==> src/rtl/clk_ctrl_pkg.sv <==
// Shared types and constants for the per-domain clock-enable sequencer.
// State encoding, domain indices and a counter-width helper.
package clk_ctrl_pkg;

    typedef enum logic [1:0] {
        OFF   = 2'd0,
        WAKE  = 2'd1,
        ON    = 2'd2,
        DRAIN = 2'd3
    } dom_state_t;

    localparam int FIR         = 0;
    localparam int FFT         = 1;
    localparam int DMA         = 2;
    localparam int NUM_DOMAINS = 3;

    // The down-counter only ever holds load values, i.e. max(a,b)-1.
    function automatic int cnt_bits(input int a, input int b);
        int m;
        m = (a > b) ? a : b;
        return (m <= 2) ? 1 : $clog2(m);
    endfunction

endpackage

==> src/rtl/clk_domain_fsm.sv <==
// One clock domain: OFF/WAKE/ON/DRAIN sequencer with wake and idle countdown.
// Optional on-cycle statistics counter when CLK_EN_STATS_EN is defined.
module clk_domain_fsm
    import clk_ctrl_pkg::*;
#(
    parameter int WAKE_CYCLES  = 2,
    parameter int IDLE_TIMEOUT = 16,
    parameter int CNT_W        = 16
) (
    input  logic             clk_i,
    input  logic             rst_i,
    input  logic             req_i,
    input  logic             busy_i,
`ifdef CLK_EN_STATS_EN
    input  logic             stats_clr_i,
    output logic [CNT_W-1:0] on_cycles_o,
`endif
    output logic             enable_o,
    output logic             ack_o,
    output dom_state_t       state_o
);

    localparam int            CW        = cnt_bits(WAKE_CYCLES, IDLE_TIMEOUT);
    localparam logic [CW-1:0] WAKE_LOAD = CW'(WAKE_CYCLES - 1);
    localparam logic [CW-1:0] IDLE_LOAD = CW'(IDLE_TIMEOUT - 1);

    dom_state_t    state_q;
    logic [CW-1:0] cnt_q;
    logic          enable_q;
    logic          ack_q;

    always_ff @(posedge clk_i or posedge rst_i) begin
        if (rst_i) begin
            state_q  <= OFF;
            cnt_q    <= '0;
            enable_q <= 1'b0;
            ack_q    <= 1'b0;
        end else begin
            case (state_q)
                OFF: begin
                    if (req_i) begin
                        state_q  <= WAKE;
                        enable_q <= 1'b1;
                        cnt_q    <= WAKE_LOAD;
                    end
                end
                WAKE: begin
                    if (cnt_q == '0) begin
                        state_q <= ON;
                        ack_q   <= 1'b1;
                    end else begin
                        cnt_q <= cnt_q - CW'(1);
                    end
                end
                ON: begin
                    if (!req_i && !busy_i) begin
                        state_q <= DRAIN;
                        ack_q   <= 1'b0;
                        cnt_q   <= IDLE_LOAD;
                    end
                end
                DRAIN: begin
                    // Clock never stopped here, so a re-request skips the wake delay.
                    if (req_i) begin
                        state_q <= ON;
                        ack_q   <= 1'b1;
                    end else if (busy_i) begin
                        cnt_q <= IDLE_LOAD;
                    end else if (cnt_q == '0) begin
                        state_q  <= OFF;
                        enable_q <= 1'b0;
                    end else begin
                        cnt_q <= cnt_q - CW'(1);
                    end
                end
                default: begin
                    state_q  <= OFF;
                    enable_q <= 1'b0;
                    ack_q    <= 1'b0;
                end
            endcase
        end
    end

    assign enable_o = enable_q;
    assign ack_o    = ack_q;
    assign state_o  = state_q;

`ifdef CLK_EN_STATS_EN
    logic [CNT_W-1:0] on_cycles_q;
    logic [CNT_W-1:0] on_cycles_d;

    always_comb begin
        on_cycles_d = on_cycles_q;
        if (stats_clr_i)
            on_cycles_d = '0;
        else if (enable_q && (on_cycles_q != '1))
            on_cycles_d = on_cycles_q + CNT_W'(1);
    end

    always_ff @(posedge clk_i or posedge rst_i) begin
        if (rst_i) on_cycles_q <= '0;
        else       on_cycles_q <= on_cycles_d;
    end

    assign on_cycles_o = on_cycles_q;
`endif

endmodule

==> src/rtl/clock_enable_ctrl.sv <==
// Clock-enable sequencer for the FIR, FFT and DMA clock domains; DMA is held
// on while FIR or FFT is active. Optional statistics via CLK_EN_STATS_EN.
module clock_enable_ctrl
    import clk_ctrl_pkg::*;
#(
    parameter int WAKE_CYCLES  = 2,
    parameter int IDLE_TIMEOUT = 16,
    parameter int CNT_W        = 16
) (
    input  logic             clk_in,
    input  logic             reset,
    input  logic             req_fir,
    input  logic             req_fft,
    input  logic             req_dma,
    input  logic             busy_fir,
    input  logic             busy_fft,
    input  logic             busy_dma,
`ifdef CLK_EN_STATS_EN
    input  logic             stats_clr,
    output logic [CNT_W-1:0] on_cycles_fir,
    output logic [CNT_W-1:0] on_cycles_fft,
    output logic [CNT_W-1:0] on_cycles_dma,
`endif
    output logic             enable_fir,
    output logic             enable_fft,
    output logic             enable_dma,
    output logic             ack_fir,
    output logic             ack_fft,
    output logic             ack_dma,
    output logic             all_idle
);

    logic [NUM_DOMAINS-1:0] req_eff;
    logic [NUM_DOMAINS-1:0] busy_v;
    logic [NUM_DOMAINS-1:0] enable_v;
    logic [NUM_DOMAINS-1:0] ack_v;
    dom_state_t             state_v [NUM_DOMAINS];
`ifdef CLK_EN_STATS_EN
    logic [NUM_DOMAINS-1:0][CNT_W-1:0] on_cnt_v;
`endif

    // DMA follows the registered FIR/FFT state, so it lags their enables by one edge.
    assign req_eff[FIR] = req_fir;
    assign req_eff[FFT] = req_fft;
    assign req_eff[DMA] = req_dma | (state_v[FIR] != OFF) | (state_v[FFT] != OFF);

    assign busy_v[FIR] = busy_fir;
    assign busy_v[FFT] = busy_fft;
    assign busy_v[DMA] = busy_dma;

    for (genvar d = 0; d < NUM_DOMAINS; d++) begin : g_dom
        clk_domain_fsm #(
            .WAKE_CYCLES  (WAKE_CYCLES),
            .IDLE_TIMEOUT (IDLE_TIMEOUT),
            .CNT_W        (CNT_W)
        ) u_fsm (
            .clk_i       (clk_in),
            .rst_i       (reset),
            .req_i       (req_eff[d]),
            .busy_i      (busy_v[d]),
`ifdef CLK_EN_STATS_EN
            .stats_clr_i (stats_clr),
            .on_cycles_o (on_cnt_v[d]),
`endif
            .enable_o    (enable_v[d]),
            .ack_o       (ack_v[d]),
            .state_o     (state_v[d])
        );
    end

    assign enable_fir = enable_v[FIR];
    assign enable_fft = enable_v[FFT];
    assign enable_dma = enable_v[DMA];
    assign ack_fir    = ack_v[FIR];
    assign ack_fft    = ack_v[FFT];
    assign ack_dma    = ack_v[DMA];

`ifdef CLK_EN_STATS_EN
    assign on_cycles_fir = on_cnt_v[FIR];
    assign on_cycles_fft = on_cnt_v[FFT];
    assign on_cycles_dma = on_cnt_v[DMA];
`endif

    assign all_idle = (state_v[FIR] == OFF) && (state_v[FFT] == OFF) && (state_v[DMA] == OFF);

endmodule

==> config.mk <==
export PLATFORM = sky130hd
export DESIGN_NAME = clock_enable_ctrl
export DESIGN_NICKNAME = d
export VERILOG_FILES = /design/src/rtl/clk_ctrl_pkg.sv /design/src/rtl/clk_domain_fsm.sv /design/src/rtl/clock_enable_ctrl.sv
export SDC_FILE = /design/constraint.sdc
export NUM_CORES = 1
export LEC_CHECK = 0
export ABC_AREA = 1
export BUFFER_PORTS_ARGS = -buffer_cell sky130_fd_sc_hd__buf_2
export CAP_MARGIN = 20
export CORE_MARGIN = 4
export CORE_UTILIZATION = 41
export DETAILED_ROUTE_END_ITERATION = 10
export MAX_ROUTING_LAYER = met4
export PLACE_DENSITY = 0.61
export SYNTH_ARGS = -nofsm -noshare
export SYNTH_HDL_FRONTEND = slang
export SYNTH_SLANG_ARGS = --single-unit
==> constraint.sdc <==
create_clock -name clk_in -period 1.84 [get_ports clk_in]
set_input_delay 0.276 -clock clk_in [delete_from_list [all_inputs] [get_ports clk_in]]
set_output_delay 0.276 -clock clk_in [all_outputs]
set_load 0.01 [all_outputs]
==> results of run 1 <==
kinds of logic (layout without fill, tap and decap cells):
logic type | count (synthesis) | in the layout | synth area share [%]
adder cells (fa/ha/maj) | 7 | 7 | 5.09
flip-flops | 24 | 24 | 34.9
buffers and inverters | 41 | 59 | 9.39
AND/OR/NAND/NOR | 129 | 129 | 37.0
AO/OA/AOI/OAI | 37 | 37 | 12.1
XOR/XNOR | 3 | 3 | 1.53
power by group through the flow:
stage	clock (mW)	combinational, mW	sequential [mW]
after detailed placement	0	2.15	1.06
after global placement	0	2.15	1.06
final	0.311	2.20	1.05
after global routing	0.346	2.60	1.10
after CTS	0.324	2.20	1.05
after floorplan	0	1.78	1.02
cells in the mapped netlist, types with 4 or more instances:
| cell type | n |
|---|---|
| a21oi_1 | 7 |
| dfrtp_1 | 24 |
| ha_1 | 7 |
| inv_1 | 32 |
| inv_2 | 8 |
| nand2_1 | 67 |
| nand2_2 | 6 |
| nand3_1 | 14 |
| nand4_1 | 4 |
| nor2_1 | 22 |
| nor2_2 | 5 |
| o21ai_0 | 14 |
| o21ai_1 | 9 |
final cells by class:
cell class,instances,share of cell area [%]
multi-input cells,176,50.6
flip-flops and latches,24,31.1
inverters,40,7.79
repair buffers,16,5.06
well taps,50,3.24
clock buffers,3,2.14
per-layer routing:
layer,vias to the layer above,track usage [%],wire length [um],part of all wire (%)
li1,802,-,-,-
met1,654,18.1,1670,51
met2,24,23.9,1480,45
met3,5,2.75,106,3.2
met4,0,4.71,44,1.3
met5,-,-,0,0
stage by stage:
step | worst slack [ns] | power (mW) | hold slack, ns
2_1_floorplan | 0.334 | 2.79 | 0.291
5_1_grt | 0.00699 | 4.04 | 0.0367
3_3_place_gp | 0.253 | 3.21 | 0.314
4_1_cts | 0.0370 | 3.57 | 0.0245
6_report | 0.0989 | 3.56 | 0.0137
3_5_place_dp | 0.226 | 3.21 | 0.323
worst min-delay path by stage:
stage | startpoint | to | slack (ns) | depth (start not counted)
after floorplan | reset | g_dom[0].u_fsm.ack_o | 0.29 | 1
after global placement | reset | g_dom[0].u_fsm.cnt_q[2] | 0.31 | 2
after detailed placement | reset | g_dom[0].u_fsm.cnt_q[2] | 0.32 | 2
after CTS | reset | g_dom[0].u_fsm.cnt_q[2] | 0.02 | 2
after global routing | reset | g_dom[0].u_fsm.cnt_q[1] | 0.04 | 2
final | reset | g_dom[0].u_fsm.cnt_q[1] | 0.01 | 2
worst register-to-register path, stage by stage, from the launching register on:
cell     delay, ns
dfrtp_1       0.40
inv_1         0.08
ha_1          0.20
nand2_1       0.07
nor2_1        0.22
nand2_1       0.11
a21oi_1       0.18
nand2_1       0.08
nor2_1        0.09
nor2_1        0.05
registers in the layout (all words and copies together) (netlist names):
register,flops
g_dom.u_fsm.state_o,6
g_dom.u_fsm.ack_o,3
g_dom.u_fsm.enable_o,3
g_dom.u_fsm.cnt_q,12
timing repair:
item / 4_1_cts / 5_1_grt
setup buffers: 0 / 1
setup endpoints to repair: 1 / 1
resized for setup: 3 / 2
==> results.json, run 1 <==
{
  "drive_gt1_share_pct": 20.8,
  "dpl-instance-area_sq_um": 1860,
  "clockBufferDepth": 2,
  "synth.cell_area_sq_um": 1720,
  "setup_viol": 0,
  "worstSetupPathType": "register to primary output",
  "critPathLaunch": "g_dom[2].u_fsm.state_o[0]",
  "antenna_cells": 0,
  "synth_edf_count": 0,
  "status": "finished, final reports clean",
  "power.switching_mw": 1.78,
  "cpPeakStageDelay_ns": 0.44,
  "route.detailed.drc": 0,
  "multi_input_area_sq_um": 976,
  "crit_family": "flip-flops",
  "fillers": 414,
  "cts_root_buf": "clkbuf_8",
  "yosysUniqueCellTypes": 30,
  "hold_viol_final": 0,
  "ys.warnings.count": 0,
  "initial_core_util_pct": 42.7,
  "yosys.area.top_type_share_pct": 34.9,
  "avgViaCountPerCell": 4.81,
  "reg2reg_to": "g_dom[1].u_fsm.state_o[0]",
  "seq_area_frac_synth_pct": 34.9,
  "clk_pin_slew_ns": 0.08,
  "fin_cells": 309,
  "internal-power_mw": 1.79,
  "fin_nets": 276,
  "reg2reg_depth": 9,
  "rrSetupSlack_ns": 0.25,
  "grt_pass1_wl_um": 6030,
  "num_vias": 1485,
  "rsz0062_at_grt": "no",
  "syn_inst": 241,
  "skew_ns": 0.00212,
  "drv_cap": 0,
  "gp_congestion": 0.869,
  "final_common_cell": "nand2_1",
  "synth_flop_cell": "dfrtp_1",
  "synth_nets": 256,
  "power.share.clock_pct": 8.7,
  "dp.cells": 305,
  "regArea_sq_um": 601,
  "fmax_mhz": 574,
  "arrival_ns": 1.47,
  "worstPathRequired_ns": 1.56,
  "slew_headroom_pct": 67.4,
  "drtIter0Drc": 81,
  "rows": 23,
  "period_needed_ns": 1.74,
  "hpwl_um": 2600,
  "async_flop_share_pct": 100,
  "period_share_pct": 94.6,
  "endpoint": "all_idle",
  "drt_first_pass_iters": 4,
  "p_leak_nw": 1.02,
  "worstReg2RegStart": "g_dom[1].u_fsm.cnt_q[0]",
  "synth.area.top_cells": "dfrtp_1, nand2_1, inv_1, ha_1, nor2_1",
  "ir_drop_uv": 825,
  "power_frac_comb_pct": 61.7,
  "core_area_sq_um": 4030,
  "critical_path_depth": 5,
  "cts_tree": "done",
  "syn_area_per_cell_sq_um": 7.13,
  "tns_ns": 0,
  "globalRouteTotalUtil_pct": 14.6,
  "fin_area_sq_um": 1930,
  "power.density_nw_per_um2": 1850,
  "hp-class": "primary input to async pin",
  "grt_max_degree": 15,
  "synthToLayoutAreaGrowth_pct": 12.2,
  "wl_per_cell_um": 10.7,
  "insertion_delay_ns": 0.26,
  "cts_made_buffers": 3,
  "ctsHtreeMaxLevel": 1,
  "dieArea_sq_um": 5290,
  "yosys_register_bits": 24,
  "postRouteAntennaNets": 0,
  "p_seq_share_pct": 29.6,
  "start_kind": "register",
  "cp_slowest_cell": "dfrtp_1",
  "chipHeight_um": 72.8,
  "postCtsHoldBufs": 0,
  "antenna_found_initial": 0,
  "path_cells": "inv_2, ha_4, inv_1, nor4_2, buf_2",
  "worst_pin_slew_ns": 0.488,
  "synth_top_area_cell": "dfrtp_1",
  "grt-ovfl-total": 0,
  "final_cell_mix": "nand2_1, inv_1, dfrtp_1",
  "io_pins": 15,
  "path_buf_inv": 3,
  "netSwitchingFraction_pct": 49.8,
  "finish.utilization_pct": 47.9,
  "crit_path_end_kind": "primary output",
  "grt_pass1_vias": 1475,
  "critical_path.max_fanout": 5,
  "die_w_um": 72.8,
  "slew_viol_final": 0,
  "routed_wl_um": 3300,
  "placement.io_buffers": 14,
  "clock-sinks": 24
}
Note: power is estimated with default switching activity, not from simulation.
==> inputs of run 2 (changes only) <==
--- a/config.mk
+++ b/config.mk
@@ -5,7 +5,6 @@
 export SDC_FILE = /design/constraint.sdc
 export NUM_CORES = 1
 export LEC_CHECK = 0
-export ABC_AREA = 1
 export BUFFER_PORTS_ARGS = -buffer_cell sky130_fd_sc_hd__buf_2
 export CAP_MARGIN = 20
 export CORE_MARGIN = 4
==> run 2 against run 1 <==
Against the previous run: first-iteration DRC count is 14% higher; wire length rose by 18%; cell area grew 9.0%; global-route usage rose by 2.0 points; final cell count down 8.4%; clock skew about the same; largest power group unchanged; critical path depth fell by 1; sequential share of layout area down 2.5 points; flip-flop and latch count did not move.
==> results.json, run 2 <==
{
  "setup_viol": 0,
  "multi_input_area_sq_um": 1000,
  "slew_headroom_pct": 73.3,
  "dieArea_sq_um": 5200,
  "synth.area.top_cells": "dfrtp_1, a21oi_1, ha_1, inv_1, o21ai_0",
  "yosysMostFrequentCell": "dfrtp_1",
  "avgViaCountPerCell": 5.62,
  "seq_area_frac_synth_pct": 35.7,
  "grt_max_degree": 25,
  "chipHeight_um": 72.1,
  "synthToLayoutAreaGrowth_pct": 24.7,
  "fin_cells": 283,
  "finish.utilization_pct": 52.5,
  "status": "finished, final reports clean",
  "ir_drop_uv": 647,
  "dp.cells": 277,
  "postCtsHoldBufs": 0,
  "io_pins": 15,
  "layout_setup_ws_ns": 0.00429,
  "crit_path_end_kind": "primary output",
  "critical_path.max_fanout": 4,
  "fmax_mhz": 545,
  "yosysUniqueCellTypes": 47,
  "synth_edf_count": 0,
  "ys.warnings.count": 0,
  "dp_slack_ns": -0.0798,
  "worst_pin_slew_ns": 0.396,
  "top_register": "g_dom.u_fsm.cnt_q",
  "clk_pin_slew_ns": 0.09,
  "final_cell_mix": "buf_4, dfrtp_1, a21oi_1",
  "syn_area_per_cell_sq_um": 8.59,
  "yosys.area.top_type_share_pct": 35.7,
  "async_flop_share_pct": 100,
  "hp-class": "primary input to async pin",
  "drt_first_pass_iters": 4,
  "yosys_register_bits": 24,
  "rows": 23,
  "dpl-instance-area_sq_um": 1980,
  "rsz0062_at_grt": "yes",
  "placement.io_buffers": 14,
  "power_mw": 3.04,
  "synth_common_cells": "dfrtp_1, a21oi_1, inv_1",
  "arrival_ns": 1.56,
  "clock-sinks": 24,
  "worstPathRequired_ns": 1.56,
  "cts_tree": "done",
  "route.detailed.drc": 0,
  "slew_viol_final": 0,
  "synth_nets": 211,
  "core_area_sq_um": 4000,
  "fillers": 391,
  "skew_ns": 0.00201,
  "hpwl_um": 2820,
  "period_share_pct": 99.8,
  "synth.cell_area_sq_um": 1680,
  "routed_wl_um": 3880,
  "insertion_delay_ns": 0.27,
  "regArea_sq_um": 602,
  "p_leak_nw": 0.924,
  "reg2reg_depth": 4,
  "synth_flop_cell": "dfrtp_1",
  "final_common_cell": "buf_4",
  "hold_viol_final": 0,
  "syn_inst": 196,
  "drive_gt1_share_pct": 27.9,
  "cts_made_buffers": 3,
  "globalRouteTotalUtil_pct": 16.6,
  "power.density_nw_per_um2": 1450,
  "wl_per_cell_um": 13.7,
  "cts_root_buf": "clkbuf_8",
  "postRouteAntennaNets": 0,
  "gp_congestion": 0.882,
  "num_vias": 1591,
  "grt_pass1_wl_um": 6800,
  "worstSetupPathType": "register to primary output",
  "start_kind": "register",
  "die_w_um": 72.1,
  "synth_top_area_cell": "dfrtp_1",
  "initial_core_util_pct": 42.1,
  "drv_cap": 0,
  "clockBufferDepth": 2,
  "ctsHtreeMaxLevel": 1,
  "fin_area_sq_um": 2100,
  "antenna_found_initial": 0,
  "grt-ovfl-total": 0,
  "grt_pass1_vias": 1460,
  "antenna_cells": 0,
  "drtIter0Drc": 92,
  "period_needed_ns": 1.84,
  "fin_nets": 249,
  "largest_register_ffs": 12
}
==> run 2: cell count changes in the layout (fill, tap and decap cells not counted), moves of 8 or more <==
| cell | change |
|---|---|
| o21ai_1 | -8 |
| inv_1 | -13 |
| nand2_1 | -57 |
| buf_4 | +28 |
| inv_2 | -10 |
| nor2_1 | -10 |
| a21oi_1 | +11 |
| nand3_1 | -10 |
| nor3_1 | +9 |
==> run 2: cell type report <==
class                      instances  share of cell area (%)
multi-input combinational        144                    47.7
sequential                        24                    28.6
clock buffer                       3                    1.97
timing repair buffer              44                    14.2
tap                               50                    2.98
inverter                          17                    3.04
clock inverter                     1                    1.43
==> run 2: power breakdown <==
group          total [mW]  internal [mW]  switching (mW)  leakage (nW)
combinational        1.77          0.938           0.829         0.620
sequential          0.805          0.670           0.135         0.268
clock               0.470          0.291           0.179        0.0357
total                3.04           1.90            1.14         0.924
==> run 2: layer usage <==
layer  global-route usage, %  part of all wire [%]  up-vias
met4                    3.13                  0.44        0
li1                        -                     -      795
met1                    23.4                    50      759
met3                    2.91                   3.2        2
met2                    25.2                    46       35
met5                       -                     0        -
==> run 2: metrics by stage <==
stage          TNS, ns  hold slack [ns]
2_1_floorplan   -0.219            0.291
3_3_place_gp   -0.0677            0.337
3_5_place_dp    -0.119            0.347
4_1_cts              0           0.0464
5_1_grt        -0.0939           0.0678
6_report             0           0.0426
==> run 2: kinds of logic (layout without fill, tap and decap cells) <==
logic type                 Yosys count  in the layout  synth area share (%)
AOI/OAI and AO/OA                   71             71                  28.8
and+or+nand+nor                     62             62                  20.3
buffers and inverters               28             65                  7.58
DFF                                 24             24                  35.7
adders and majority gates            7              7                  5.20
muxes                                4              4                  2.53
==> run 2: timing repair <==
action,in CTS,in global routing
resized for setup,5,6
setup buffers,1,1
pin swaps,3,2
setup endpoints to repair,5,9
==> run 2: critical path, stage by stage (launching register included) <==
cell     delay, ns
dfrtp_1       0.39
or4_4         0.56
buf_6         0.15
nor2_1        0.07
buf_2         0.13
==> run 2: final timing paths <==
kind | startpoint | end | slack (ns)
min in group clk_in | req_fir | g_dom[0].u_fsm.cnt_q[1] | 0.33
hold / removal | reset | g_dom[1].u_fsm.ack_o | 0.04
setup / recovery | g_dom[1].u_fsm.state_o[1] | all_idle | 0.004
max in group asynchronous | reset | g_dom[2].u_fsm.state_o[0] | 1.53
hold reg to reg | g_dom[1].u_fsm.ack_o | g_dom[1].u_fsm.ack_o | 0.54
setup reg to reg | g_dom[1].u_fsm.state_o[1] | g_dom[2].u_fsm.cnt_q[3] | 0.04
==> inputs of run 3 (changes only) <==
--- a/config.mk
+++ b/config.mk
@@ -11,7 +11,8 @@
 export CORE_UTILIZATION = 41
 export DETAILED_ROUTE_END_ITERATION = 10
 export MAX_ROUTING_LAYER = met4
-export PLACE_DENSITY = 0.61
+export PLACE_DENSITY = 0.62
 export SYNTH_ARGS = -nofsm -noshare
 export SYNTH_HDL_FRONTEND = slang
+export SYNTH_HIERARCHICAL = 1
 export SYNTH_SLANG_ARGS = --single-unit
==> run 3 against run 2 <==
Against the previous run: flip-flop and latch count stayed put; total power is 39% lower; global-route usage is 3.4 points lower; clock power is 1% lower; sequential power is 1% higher; first-iteration DRC count is 40% lower; critical endpoint is now g_dom[2].u_fsm/cnt_q[0].
==> results.json, run 3 <==
{
  "layout_setup_ws_ns": 0.106,
  "synth_top_family_by_area": "compound AO/OA/AOI/OAI gates",
  "synth.area.top_cells": "dfrtp_1, nor2_1, buf_6, o31ai_4, nand2_1",
  "avgViaCountPerCell": 5.35,
  "globalRouteTotalUtil_pct": 13.2,
  "p_seq_share_pct": 43.8,
  "fmax_mhz": 577,
  "seq_area_frac_synth_pct": 38.3,
  "cts_root_buf": "clkbuf_8",
  "syn_inst": 159,
  "regArea_sq_um": 601,
  "multi_input_area_sq_um": 853,
  "netSwitchingFraction_pct": 33.5,
  "cpPeakStageDelay_ns": 0.40,
  "arrival_ns": 1.89,
  "initial_core_util_pct": 42.5,
  "synthMuxAreaShare_pct": 5.03,
  "cp_slowest_cell": "dfrtp_1",
  "fillers": 377,
  "grt_pass1_wl_um": 5220,
  "yosys_register_bits": 24,
  "clockBufferDepth": 2,
  "period_share_pct": 94.2,
  "p_leak_nw": 0.771,
  "cts_tree": "done",
  "period_needed_ns": 1.73,
  "route.detailed.drc": 0,
  "grt-ovfl-total": 0,
  "hpwl_um": 2270,
  "antenna_cells": 0,
  "die_w_um": 69.8,
  "top_register": "g_dom.u_fsm/cnt_q",
  "chipHeight_um": 69.8,
  "insertion_delay_ns": 0.27,
  "hp-class": "primary input to register",
  "slew_headroom_pct": 74.9,
  "critical_path.max_fanout": 7,
  "crit_path_end_kind": "register",
  "worst_pin_slew_ns": 0.372,
  "tns_ns": 0,
  "drtIter0Drc": 55,
  "power.switching_mw": 0.624,
  "synth-adder-area-share_pct": 2.40,
  "power_frac_comb_pct": 31.3,
  "synth_top_area_cell": "dfrtp_1",
  "synth.cell_area_sq_um": 1570,
  "status": "finished, final reports clean",
  "io_pins": 15,
  "final_common_cell": "dfrtp_1",
  "path_cells": "nor4_2, nand2b_1, nand2_1, o31ai_4, o32a_1",
  "gp_congestion": 0.869,
  "fin_nets": 189,
  "synth_nets": 170,
  "synth_common_cells": "dfrtp_1, nor2_1, nand2_1",
  "largest_register_ffs": 12,
  "rows": 22,
  "async_flop_share_pct": 100,
  "grt_pass1_vias": 1150,
  "antenna_found_initial": 0,
  "drt_first_pass_iters": 4,
  "skew_ns": 0.00315,
  "whs_ns": 0.451,
  "postRouteAntennaNets": 0,
  "ir_drop_uv": 629,
  "dieArea_sq_um": 4870,
  "cts.repair.resized": 0,
  "hold_viol_final": 0,
  "setup_viol": 0,
  "fin_cells": 225,
  "worstPathRequired_ns": 2.00,
  "power.density_nw_per_um2": 1070,
  "num_vias": 1203,
  "start_kind": "register",
  "dp_slack_ns": 0.106,
  "grt_max_degree": 15,
  "placement.io_buffers": 14,
  "internal-power_mw": 1.24,
  "synthToLayoutAreaGrowth_pct": 11.6,
  "yosysUniqueCellTypes": 28,
  "syn_area_per_cell_sq_um": 9.85,
  "synth_flop_cell": "dfrtp_1",
  "cts_made_buffers": 3,
  "clock-sinks": 24,
  "wl_per_cell_um": 13.2,
  "worstSetupPathType": "register to register",
  "clk_pin_slew_ns": 0.09,
  "yosys.area_share.xor_xnor_pct": 0,
  "drv_cap": 0,
  "finish.utilization_pct": 47.4,
  "dp.cells": 220,
  "routed_wl_um": 2960,
  "slew_viol_final": 0,
  "yosysMostFrequentCell": "dfrtp_1",
  "synth_edf_count": 0,
  "rsz0062_at_grt": "no",
  "final_cell_mix": "dfrtp_1, nor2_1, nand2_1",
  "yosys.area_share.simple_pct": 22.4,
  "drive_gt1_share_pct": 24.3,
  "core_area_sq_um": 3690,
  "yosys.area.top_type_share_pct": 38.3,
  "ctsHtreeMaxLevel": 1,
  "ys.warnings.count": 6,
  "synth_compound_area_share_pct": 24.7,
  "power.share.clock_pct": 24.9
}
run 3: changes by cell type in the layout (fill, tap and decap cells not counted), sizes merged, moves of 5 or more:
cell / before / now
a21boi: 0 / 6
buf: 44 / 19
a21oi: 19 / 9
nand2: 10 / 15
nor3: 9 / 3
o22ai: 5 / 0
inv: 17 / 12
nor2: 12 / 21
run 3: worst max-delay path: cells and delay by family, from the launching register on:
kind            cells  cell delay, ns
flops               1            0.40
simple gates        3            0.78
compound gates      2            0.46
run 3: final cells by class:
cell class	count	share of cell area, %
clock buffer	3	2.36
timing repair buffer	20	6.73
sequential	24	34.4
tap	48	3.44
inverter	12	2.58
multi-input combinational	117	48.8
clock inverter	1	1.72
run 3: what timing repair did:
action,CTS,global route
buffers inserted,0,0
hold buffers,1,0
setup endpoints to repair,0,0
endpoints found under the hold margin,24,0
run 3: power by group through the flow:
stage                     Combinational [mW]  Sequential [mW]  Clock [mW]
after global placement                 0.561            0.817           0
after detailed placement               0.591            0.825           0
after floorplan                        0.453            0.813           0
final                                  0.584            0.817       0.465
after CTS                              0.594            0.816       0.480
after global routing                   0.652            0.836       0.513
run 3: path summary, 6_finish.rpt:
kind / startpoint / to / slack (ns) / cells after the start
setup / recovery: g_dom[0].u_fsm/state_o[1] / g_dom[2].u_fsm/cnt_q[0] / 0.11 / 5
hold / removal: req_fft / g_dom[1].u_fsm/cnt_q[1] / 0.45 / 4
setup reg to reg: g_dom[0].u_fsm/state_o[1] / g_dom[2].u_fsm/cnt_q[0] / 0.11 / 5
hold reg to reg: g_dom[1].u_fsm/enable_o / g_dom[1].u_fsm/enable_o / 0.54 / 2
max in group asynchronous: reset / g_dom[1].u_fsm/cnt_q[2] / 1.05 / 3
min in group asynchronous: reset / g_dom[0].u_fsm/ack_o / 0.53 / 3
run 3: through the flow:
step | total power [mW] | instance area [sq um]
2_1_floorplan | 1.27 | 1570
3_3_place_gp | 1.38 | 1670
3_5_place_dp | 1.42 | 1670
4_1_cts | 1.89 | 1750
5_1_grt | 2.00 | 1750
6_report | 1.87 | 1750
run 3: kinds of logic after synthesis:
family	count (synthesis)
AND/OR/NAND/NOR	60
AO/OA/AOI/OAI	48
flip-flops	24
buffers and inverters	18
multiplexers	6
adder cells (fa/ha/maj)	3
run 3: routing by layer:
metal	vias up	wire, um	track usage [%]
met4	0	19	4.26
met1	583	1410	17.3
met3	2	119	3.48
met5	-	0	-
li1	601	-	-
met2	17	1420	19.8
